--- config.mk ---
export PLATFORM = sky130hd
export DESIGN_NAME = distortion_mc_flat
export DESIGN_NICKNAME = d
export VERILOG_FILES = /design/src/rtl/distortion_pkg.sv /design/src/rtl/distortion_mc_if.sv /design/src/rtl/distortion_clip.sv /design/src/rtl/distortion_mc.sv /design/src/flat_wrapper.sv
export SDC_FILE = /design/constraint.sdc
export NUM_CORES = 1
export LEC_CHECK = 0
export ABC_AREA = 1
export CAP_MARGIN = 25
export CORE_AREA = 2 2 197 199
export CTS_CLUSTER_SIZE = 28
export DETAILED_ROUTE_END_ITERATION = 16
export DIE_AREA = 0 0 199 201
export GPL_TIMING_DRIVEN = 1
export HOLD_SLACK_MARGIN = 0.15
export PLACE_DENSITY = 0.84
export SLEW_MARGIN = 20
export SYNTH_ARGS = -nofsm -noshare
export SYNTH_HDL_FRONTEND = slang
export SYNTH_SLANG_ARGS = --single-unit
export TNS_END_PERCENT = 5
--- constraint.sdc ---
create_clock -name clk_48 -period 5.7 [get_ports clk_48]
set_input_delay 1.71 -clock clk_48 [delete_from_list [all_inputs] [get_ports clk_48]]
set_output_delay 1.71 -clock clk_48 [all_outputs]
set_load 0.02 [all_outputs]
--- src/rtl/distortion_pkg.sv ---
// Shared definitions for the multi-channel distortion block: option encodings,
// the internal mode type and a generic signed saturation helper.
package distortion_pkg;

    // One-hot encodings of the options input
    localparam logic [3:0] MODE_HARD  = 4'b1000;
    localparam logic [3:0] MODE_ASYM  = 4'b0100;
    localparam logic [3:0] MODE_FOLD  = 4'b0010;
    localparam logic [3:0] MODE_CRUSH = 4'b0001;

    typedef enum logic [2:0] {
        MODE_E_BYPASS,
        MODE_E_HARD,
        MODE_E_ASYM,
        MODE_E_FOLD,
        MODE_E_CRUSH
    } mode_e;

    // Any value that is not exactly one of the one-hot codes means bypass
    function automatic mode_e decode_mode(input logic [3:0] opt);
        case (opt)
            MODE_HARD:  return MODE_E_HARD;
            MODE_ASYM:  return MODE_E_ASYM;
            MODE_FOLD:  return MODE_E_FOLD;
            MODE_CRUSH: return MODE_E_CRUSH;
            default:    return MODE_E_BYPASS;
        endcase
    endfunction

    // Clamp a signed value to the range of a signed number of the given width
    function automatic logic signed [63:0] sat(input logic signed [63:0] value, input int width);
        logic signed [63:0] hi;
        logic signed [63:0] lo;
        hi = (64'sd1 <<< (width - 1)) - 64'sd1;
        lo = -hi - 64'sd1;
        if (value > hi) return hi;
        if (value < lo) return lo;
        return value;
    endfunction

endpackage

--- src/rtl/distortion_mc_if.sv ---
// Sample stream bundle: input valid/ready stream and tagged output stream.
interface distortion_mc_if #(
    parameter int DATA_W = 24,
    parameter int CHW    = 1
);
    logic                     s_valid;
    logic                     s_ready;
    logic signed [DATA_W-1:0] s_data;
    logic                     m_valid;
    logic                     m_ready;
    logic signed [DATA_W-1:0] m_data;
    logic [CHW-1:0]           m_chan;
    logic                     m_last;

    // Block side
    modport slave (
        input  s_valid, s_data, m_ready,
        output s_ready, m_valid, m_data, m_chan, m_last
    );

    // Producer/consumer side
    modport master (
        output s_valid, s_data, m_ready,
        input  s_ready, m_valid, m_data, m_chan, m_last
    );
endinterface

--- src/rtl/distortion_clip.sv ---
// Combinational mode stage: applies hard/asymmetric clip, fold-back or bit
// crush to a gained sample. Arithmetic is done two bits wider so that the
// fold-back reflection cannot wrap before the final saturation.
module distortion_clip
    import distortion_pkg::*;
#(
    parameter int DATA_W     = 24,
    parameter int CRUSH_BITS = 8
) (
    input  logic signed [DATA_W-1:0] x_i,
    input  logic        [DATA_W-2:0] thr_i,
    input  mode_e                    mode_i,
    output logic signed [DATA_W-1:0] y_o
);
    localparam int W2 = DATA_W + 2;
    localparam logic [W2-1:0] CRUSH_MASK = ~((W2'(1) << CRUSH_BITS) - W2'(1));

    logic signed [W2-1:0] xe;
    logic signed [W2-1:0] te;
    logic signed [W2-1:0] r;

    // Select the transfer function for the current mode, then saturate
    always_comb begin
        xe = {{2{x_i[DATA_W-1]}}, x_i};
        te = {3'b000, thr_i};
        r  = xe;
        case (mode_i)
            MODE_E_HARD: begin
                if (xe > te)       r = te;
                else if (xe < -te) r = -te;
            end
            MODE_E_ASYM: begin
                if (xe > te)                r = te;
                else if (xe < -(te >>> 1))  r = -(te >>> 1);
            end
            MODE_E_FOLD: begin
                if (xe > te)       r = (te <<< 1) - xe;
                else if (xe < -te) r = -(te <<< 1) - xe;
            end
            MODE_E_CRUSH: r = xe & CRUSH_MASK;
            default:      r = xe;
        endcase
        y_o = DATA_W'(sat({{(64-W2){r[W2-1]}}, r}, DATA_W));
    end

endmodule

--- src/rtl/distortion_mc.sv ---
// Multi-channel distortion: interleaved samples pass through gain, mode and
// output register stages. Mode/gain/threshold are latched at each ch0
// acceptance so a whole frame shares one setting; each sample carries its
// own copy of those settings down the pipe.
module distortion_mc
    import distortion_pkg::*;
#(
    parameter int DATA_W     = 24,
    parameter int NUM_CH     = 2,
    parameter int GAIN_W     = 8,
    parameter int CRUSH_BITS = 8
) (
    input  logic              clk_48,
    input  logic              rst,
    distortion_mc_if.slave    bus,
    input  logic [3:0]        options,
    input  logic [NUM_CH-1:0] en,
    input  logic [GAIN_W-1:0] gain,
    input  logic [DATA_W-2:0] threshold
);
    localparam int CHW = (NUM_CH > 1) ? $clog2(NUM_CH) : 1;
    localparam int PW  = DATA_W + GAIN_W + 1;
    localparam logic [CHW-1:0] LAST_CH = CHW'(NUM_CH - 1);

    // Channel counter and frame shadow settings
    logic [CHW-1:0]    chan_q;
    mode_e             sh_mode_q;
    logic [GAIN_W-1:0] sh_gain_q;
    logic [DATA_W-2:0] sh_thr_q;

    // Stage 1: gained sample plus the settings it will be shaped with
    logic                     s1_valid_q;
    logic signed [DATA_W-1:0] s1_x_q;
    logic signed [DATA_W-1:0] s1_raw_q;
    logic                     s1_en_q;
    logic [CHW-1:0]           s1_chan_q;
    mode_e                    s1_mode_q;
    logic [DATA_W-2:0]        s1_thr_q;

    // Stage 2: shaped (or raw) sample
    logic                     s2_valid_q;
    logic signed [DATA_W-1:0] s2_y_q;
    logic [CHW-1:0]           s2_chan_q;

    // Stage 3: output register
    logic                     m_valid_q;
    logic signed [DATA_W-1:0] m_data_q;
    logic [CHW-1:0]           m_chan_q;
    logic                     m_last_q;

    logic                     advance;
    logic                     s_ready;
    logic                     accept;
    logic                     first;
    mode_e                    eff_mode;
    logic [GAIN_W-1:0]        eff_gain;
    logic [DATA_W-2:0]        eff_thr;
    logic signed [PW-1:0]     a_ext;
    logic signed [PW-1:0]     b_ext;
    logic signed [PW-1:0]     prod;
    logic signed [PW-1:0]     sh;
    logic signed [DATA_W-1:0] gained;
    logic signed [DATA_W-1:0] clip_y;

    // Handshake: the whole pipe moves together whenever the output slot frees
    always_comb begin
        advance = !m_valid_q || bus.m_ready;
        s_ready = advance && !rst;
        accept  = bus.s_valid && s_ready;
    end

    assign bus.s_ready = s_ready;
    assign bus.m_valid = m_valid_q;
    assign bus.m_data  = m_data_q;
    assign bus.m_chan  = m_chan_q;
    assign bus.m_last  = m_last_q;

    // A ch0 sample uses the live settings (which it also latches); later
    // channels use the frame shadow
    always_comb begin
        first    = (chan_q == '0);
        eff_mode = first ? decode_mode(options) : sh_mode_q;
        eff_gain = first ? gain : sh_gain_q;
        eff_thr  = first ? threshold : sh_thr_q;
    end

    // Gain: signed multiply by unsigned Q.4 gain, shift out the fraction, saturate
    always_comb begin
        a_ext  = {{(GAIN_W+1){bus.s_data[DATA_W-1]}}, bus.s_data};
        b_ext  = {{DATA_W{1'b0}}, 1'b0, eff_gain};
        prod   = a_ext * b_ext;
        sh     = prod >>> 4;
        gained = DATA_W'(sat({{(64-PW){sh[PW-1]}}, sh}, DATA_W));
    end

    distortion_clip #(
        .DATA_W     (DATA_W),
        .CRUSH_BITS (CRUSH_BITS)
    ) u_clip (
        .x_i    (s1_x_q),
        .thr_i  (s1_thr_q),
        .mode_i (s1_mode_q),
        .y_o    (clip_y)
    );

    // Channel counter and frame shadow capture on accepted samples
    always_ff @(posedge clk_48 or posedge rst) begin
        if (rst) begin
            chan_q    <= '0;
            sh_mode_q <= MODE_E_BYPASS;
            sh_gain_q <= GAIN_W'(16);
            sh_thr_q  <= '0;
        end else if (accept) begin
            chan_q <= (chan_q == LAST_CH) ? '0 : chan_q + CHW'(1);
            if (first) begin
                sh_mode_q <= eff_mode;
                sh_gain_q <= eff_gain;
                sh_thr_q  <= eff_thr;
            end
        end
    end

    // Three pipeline stages, all gated by the common advance
    always_ff @(posedge clk_48 or posedge rst) begin
        if (rst) begin
            s1_valid_q <= 1'b0;
            s1_x_q     <= '0;
            s1_raw_q   <= '0;
            s1_en_q    <= 1'b0;
            s1_chan_q  <= '0;
            s1_mode_q  <= MODE_E_BYPASS;
            s1_thr_q   <= '0;
            s2_valid_q <= 1'b0;
            s2_y_q     <= '0;
            s2_chan_q  <= '0;
            m_valid_q  <= 1'b0;
            m_data_q   <= '0;
            m_chan_q   <= '0;
            m_last_q   <= 1'b0;
        end else if (advance) begin
            s1_valid_q <= accept;
            s1_x_q     <= gained;
            s1_raw_q   <= bus.s_data;
            s1_en_q    <= en[chan_q];
            s1_chan_q  <= chan_q;
            s1_mode_q  <= eff_mode;
            s1_thr_q   <= eff_thr;
            s2_valid_q <= s1_valid_q;
            s2_y_q     <= s1_en_q ? clip_y : s1_raw_q;
            s2_chan_q  <= s1_chan_q;
            m_valid_q  <= s2_valid_q;
            m_data_q   <= s2_y_q;
            m_chan_q   <= s2_chan_q;
            m_last_q   <= (s2_chan_q == LAST_CH);
        end
    end

endmodule

--- src/flat_wrapper.sv ---
// flat-port wrapper written by rule: the top's interface ports become plain ports
module distortion_mc_flat import distortion_pkg::*;
#(
    parameter int DATA_W     = 24,
    parameter int NUM_CH     = 2,
    parameter int GAIN_W     = 8,
    parameter int CRUSH_BITS = 8
)
  (clk_48, rst, options, en, gain, threshold, bus_s_valid, bus_s_data, bus_m_ready, bus_s_ready, bus_m_valid, bus_m_data, bus_m_chan, bus_m_last);
  distortion_mc_if #(.DATA_W(DATA_W), .CHW(1)) bus_i ();
  input  logic clk_48;
  input  logic rst;
  input  logic [3:0] options;
  input  logic [NUM_CH-1:0] en;
  input  logic [GAIN_W-1:0] gain;
  input  logic [DATA_W-2:0] threshold;
  input wire logic [$bits(bus_i.s_valid)-1:0] bus_s_valid;
  input wire logic [$bits(bus_i.s_data)-1:0] bus_s_data;
  input wire logic [$bits(bus_i.m_ready)-1:0] bus_m_ready;
  output wire logic [$bits(bus_i.s_ready)-1:0] bus_s_ready;
  output wire logic [$bits(bus_i.m_valid)-1:0] bus_m_valid;
  output wire logic [$bits(bus_i.m_data)-1:0] bus_m_data;
  output wire logic [$bits(bus_i.m_chan)-1:0] bus_m_chan;
  output wire logic [$bits(bus_i.m_last)-1:0] bus_m_last;
  assign bus_i.s_valid = bus_s_valid;
  assign bus_i.s_data = bus_s_data;
  assign bus_i.m_ready = bus_m_ready;
  assign bus_s_ready = bus_i.s_ready;
  assign bus_m_valid = bus_i.m_valid;
  assign bus_m_data = bus_i.m_data;
  assign bus_m_chan = bus_i.m_chan;
  assign bus_m_last = bus_i.m_last;
  distortion_mc #(.DATA_W(DATA_W), .NUM_CH(NUM_CH), .GAIN_W(GAIN_W), .CRUSH_BITS(CRUSH_BITS)) u_core (.clk_48(clk_48), .rst(rst), .bus(bus_i), .options(options), .en(en), .gain(gain), .threshold(threshold));
endmodule
# After elaboration in Yosys (flattened, before gate mapping)
# Cells that the tools add are included.
[word_totals]
reg_bits = 164
inputBits = 65
output_inout_bits = 28
[op_classes]
muxes = 29
mul = 1
n_bitwise = 1
reduce_logical = 6
eq_ne = 8
magnitude_cmp = 8
add_sub_neg = 6
[op_table]
columns = ["op", "n"]
rows = [
  ["24-bit two-way mux", 9],
  ["26-bit two-way mux", 6],
  ["26-bit one-hot mux with 4 select lines", 1],
  ["24-bit by 26-bit less-than comparator with 1-bit output", 2],
  ["24-bit by 9-bit multiplier with 33-bit output", 1],
  ["29-bit by 24-bit greater-than comparator with 1-bit output, second input constant", 1],
  ["29-bit by 24-bit less-than comparator with 1-bit output, second input constant", 1],
  ["26-bit by 24-bit greater-than comparator with 1-bit output, second input constant", 1],
  ["26-bit by 24-bit less-than comparator with 1-bit output, second input constant", 1],
  ["22-bit negator with 26-bit output", 1],
  ["23-bit negator with 26-bit output", 1],
  ["24-bit negator with 26-bit output", 1],
  ["25-bit by 24-bit subtractor with 26-bit output", 1],
  ["26-bit by 24-bit subtractor with 26-bit output", 1],
  ["24-bit greater-than comparator", 1],
  ["23-bit two-way mux", 1],
  ["3-bit one-hot mux with 4 select lines", 1],
  ["1-bit two-way mux", 9],
  ["8-bit two-way mux", 1],
  ["3-bit by 2-bit equality test with 1-bit output, second input constant", 2],
  ["4-bit by 1-bit equality test with 1-bit output, second input constant", 1],
  ["4-bit by 2-bit equality test with 1-bit output, second input constant", 1],
  ["4-bit by 3-bit equality test with 1-bit output, second input constant", 1],
  ["4-bit equality test, second input constant", 1],
  ["10 further kinds", 12],
]

# Longest topological paths before layout
# Gate-level depths: netlist of the first run.
[logic_depth]
depth_word = 11
depth_mapped = 33

# Hierarchy
# From an unflattened synthesis of the first run, not the netlist that was laid out.
[unflattened]
cells_unflattened = 3274
area_unflattened_um2 = 22066.2
[modules_own_cells]
columns = ["module", "cells_each", "area_per_inst_um2", "n_inst"]
rows = [
  ["distortion_mc", 1814, 14026.0, 1],
  ["distortion_clip", 1460, 8040.2, 1],
]

# Least setup slack after synthesis of the first run
# OpenSTA, ideal clock, no wires.
[synth_path]
kind = "input port to flip-flop"
from = "input port gain[2]"
to = "register u_core.s1_x_q[10]"
slack_ns = -1.015
setup_ns = 0.124
required_ns = 5.576
n_path_buf = 2
arrival_time_ns = 6.592
stages = 26
cell_sequence = "inv_1 nand2_1 o21ai_0 inv_1 clkbuf_1 nand2_1 fa_1 inv_1 fa_1 inv_1 fa_1 fa_1 inv_1 ha_1 inv_1 nor3_1 nand2_1 nor4_1 nand2_1 nand2_1 nand2_1 nand2_1 nand4_1 a21oi_1 buf_2 a21oi_1"
[synth_via]
elab_chain_len = 7
elab_cells_between_ends = 10
cone_classes = "mul: 1; order compare: 2; mux: 7"
[synth_rtl]
columns = ["item", "line_no", "rtl"]
rows = [
  ["start: declaration", "flat_wrapper.sv:15", "input logic [GAIN_W-1:0] gain;"],
  ["8-bit two-way mux *", "distortion_mc.sv:83", "eff_gain = first ? gain : sh_gain_q;"],
  ["24-bit by 9-bit multiplier with 33-bit output *", "distortion_mc.sv:91", "prod = a_ext * b_ext;"],
  ["29-bit by 24-bit less-than comparator with 1-bit output", "distortion_pkg.sv:37", "if (value < lo) return lo;"],
  ["1-bit two-way mux (2 in series)", "distortion_pkg.sv:37", ""],
  ["24-bit two-way mux", "distortion_pkg.sv:38", "return value;"],
  ["24-bit two-way mux *", "distortion_pkg.sv:37", ""],
  ["end signal: assignment", "distortion_mc.sv:142", "s1_x_q <= gained;"],
  ["end: declaration", "distortion_mc.sv:33", "logic signed [DATA_W-1:0] s1_x_q;"],
]
# Mark *: on every way between the ends. The rest lies on a longest branch, timed or not. The select of a mux whose other input is x is not followed.
# A chain may end at the register's enable or synchronous reset.

# Worst setup path after layout of the first run
# Ends and elaborated chain as after synthesis.

==> results.sh, run 1 <==
export IMPL_status="finished with violations"
export IMPL_violations="negative setup slack"
export IMPL_yosys_warnings=0
export IMPL_yosysSeqAreaShare_pct=19.2
export IMPL_max_freq_mhz=157
export IMPL_start_util_pct=56.1
export IMPL_rr_worst_depth=29
export IMPL_slowest_stage="fa_1"
export IMPL_max_slew_margin_pct=40.1
export IMPL_mostFrequentLayoutCells="nand2_1 (897), inv_1 (451), nor2_1 (297)"
export IMPL_rsz0062_at_grt="true"
export IMPL_drive_above_1_share_pct=16.9
export IMPL_clockRootBuffer="clkbuf_16"
export IMPL_io_buffer_count=92
export IMPL_viasPerCell=5.64
export IMPL_fin_nets=3892
export IMPL_cts_buffers=17
export IMPL_grt_use_total_pct=39.6
export IMPL_cts_sinks=164
export IMPL_max_stage_delay_ns=0.53
export IMPL_cp_required_ns=6.04
export IMPL_drc_errors=0
export IMPL_fin_crit_sh_pct=112
export IMPL_placed_area_mm2=0.0250
export IMPL_hold_viol=0
export IMPL_routed_via_count=22600
export IMPL_syn_area_mm2=0.0214
export IMPL_fp_dieW_um=199
export IMPL_cts_buffer_depth=2
export IMPL_synth_net_count=3581
export IMPL_firstDrtPassIters=6
export IMPL_pin_count=93
export IMPL_synth_edff_count=0
export IMPL_dp_final_hpwl_um=63300
export IMPL_wl_per_cell_um=19.8
export IMPL_core_area_mm2=0.0381
export IMPL_final_core_util_pct=70.3
export IMPL_synth_area_per_cell_um2=6.77
export IMPL_grt_pass1_wl_um=120000
export IMPL_clk_latency_ns=0.47
export IMPL_hold_path_class="reg -> reg"
export IMPL_cts_htree_levels=4
export IMPL_holdPathStages=2
export IMPL_overflow=0
export IMPL_syn_inst=3156
export IMPL_ant_nets=0
export IMPL_ys_seq_elements=164
export IMPL_synth_main_ff_cell="dfrtp_1"
export IMPL_grt_pass1_vias=22100
export IMPL_maxCapViolCount=0
export IMPL_fin_crit_ns=6.37
export IMPL_drtIter0Drc=2177
export IMPL_synth_cell_types=52
export IMPL_clock_skew_ns=0.0174
export IMPL_final_common_cell="nand2_1"
export IMPL_arrival_ns=6.71
export IMPL_cts_clk_slew_worst_paths_ns=0.07
export IMPL_async_flop_share_pct=100
export IMPL_fin_area_mm2=0.0268
export IMPL_gp_congestion=1.03
export IMPL_cts_hold_buf=0
export IMPL_setup_ws_ns=-0.669
export IMPL_drt_total_wl_um=79300
export IMPL_grt_max_degree=80
export IMPL_syn2layout_area_growth_pct=25.2
export IMPL_slew_viol_final=0
export IMPL_grt_antenna_before_repair=4
export IMPL_worst_slew_pin_slew_ns=0.891
export IMPL_startpoint_type="input pin"
export IMPL_criticalPathCategory="in -> reg"
export IMPL_setup_viol=24
export IMPL_die_area_mm2=0.0400
export IMPL_setup_tns_final_ns=-14.29
export IMPL_cp_end_kind="flip-flop"
export IMPL_die_h_um=201
export IMPL_crit_fanout=7
export IMPL_rows=72
export IMPL_tritoncts="done"
cells in the mapped netlist (4+ instances only):
cell type  number  area share [%]
nand4_1        30            0.88
fa_1          152              14
nor2_4          6            0.32
nor4_1          9            0.26
nand2_2         8            0.23
or2_2           5            0.15
nand2_1       935              16
a31oi_1         9            0.26
o21a_1          8            0.28
nor3_1         23            0.54
dfrtp_1       163              19
nand3_1       162             3.8
nand3_2         6            0.28
buf_6           5            0.26
o21ai_0       189             4.4
buf_4           5            0.18
a21o_1         12            0.42
a21boi_0        5            0.18
inv_1         491             8.6
a21oi_1       139             3.3
clkinv_1        6            0.11
clkbuf_1       58             1.0
o21bai_1       12            0.42
nor2_2          8            0.23
o21ai_1         4           0.094
o211ai_1       26            0.91
xor2_1         57             2.3
buf_2          20            0.47
xnor2_1        19            0.78
inv_2          10            0.18
ha_1          208              12
buf_1           6            0.11
nor2_1        329             5.8
area by class of cell:
type	instances	area [um2]
sequential	164	4110
fill	3172	11300
tap	518	648
inverter	507	1960
multi-input combinational	2392	16000
timing repair inverter	1	8.76
clock buffer	17	425
timing repair buffer	384	3470
antenna	4	10.0
clock inverter	15	161
sequential cells by signal, summed over array words and instances (netlist names), 3 cells and up:
signal and flops:
u_core.sh_thr_q 23, u_core.s1_x_q 24, u_core.sh_mode_q 3, u_core.sh_gain_q 8, u_core.s1_raw_q 24, u_core.s2_y_q 24, u_core.bus.m_data 24, u_core.s1_mode_q 3
u_core.s1_thr_q 23
path summary, 6_finish.rpt:
path | slack, ns | startpoint | end
max | -0.67 | gain[2] | u_core.s1_x_q[10]
min | 0.47 | u_core.s2_y_q[8] | u_core.bus.m_data[8]
max reg2reg | 0 | u_core.chan_q | u_core.s1_x_q[10]
min reg2reg | 0.47 | u_core.s2_y_q[8] | u_core.bus.m_data[8]
max in group asynchronous | 3.07 | rst | u_core.s2_y_q[6]
min in group asynchronous | 1.75 | rst | u_core.bus.m_data[22]
metrics by stage:
step,hold slack (ns),std cells,setup slack (ns)
3_5_place_dp,0.459,3918,-1.55
6_report,0.472,4002,-0.669
4_1_cts,0.475,3961,-0.880
5_1_grt,0.500,4001,-0.808
3_3_place_gp,0.437,3918,-1.44
2_1_floorplan,0.420,3156,-0.442
what timing repair did:
| item | 4_1_cts | 5_1_grt |
|---|---|---|
| cloned | 3 | 4 |
| gates resized for setup | 44 | 181 |
| endpoints found under the setup margin | 24 | 24 |
| setup buffers | 8 | 35 |
| pin swaps | 11 | 101 |
worst max-delay path, delay by kind of cell:
family	cells	cell delay, ns
and+or+nand+nor	11	1.18
buffers and inverters	10	1.05
adders and majority gates	5	2.30
AOI/OAI and AO/OA	3	0.47
kinds of logic after synthesis:
group           after synthesis  synth area share, %
fa+ha+maj                   360                 26.4
simple gates               1534                 29.4
compound gates              419                 10.8
mux                           2               0.0937
buf+inv                     601                 10.9
flops                       164                 19.2
xor+xnor                     76                 3.11
layer usage:
metal / track usage [%] / vias up / share of wire, % / wire length, um
met5: 0 / - / 0 / 0
li1: - / 10500 / - / -
met4: 22.7 / 0 / 6.5 / 5190
met3: 4.59 / 235 / 7.3 / 5800
met1: 51.2 / 10700 / 39 / 31200
met2: 64.1 / 1066 / 47 / 37100
Power of run 1 is left out: the tool's default activity adds up to more than one toggle a clock period on the data nets, which glitch-free logic cannot reach.
==> run 2, diff against run 1 <==
- CTS_CLUSTER_DIAMETER: default -> 30
==> results of run 2 <==
Final layout, timing and power as in run 1 (identical DEF).
Power of run 2 is left out for the same reason.
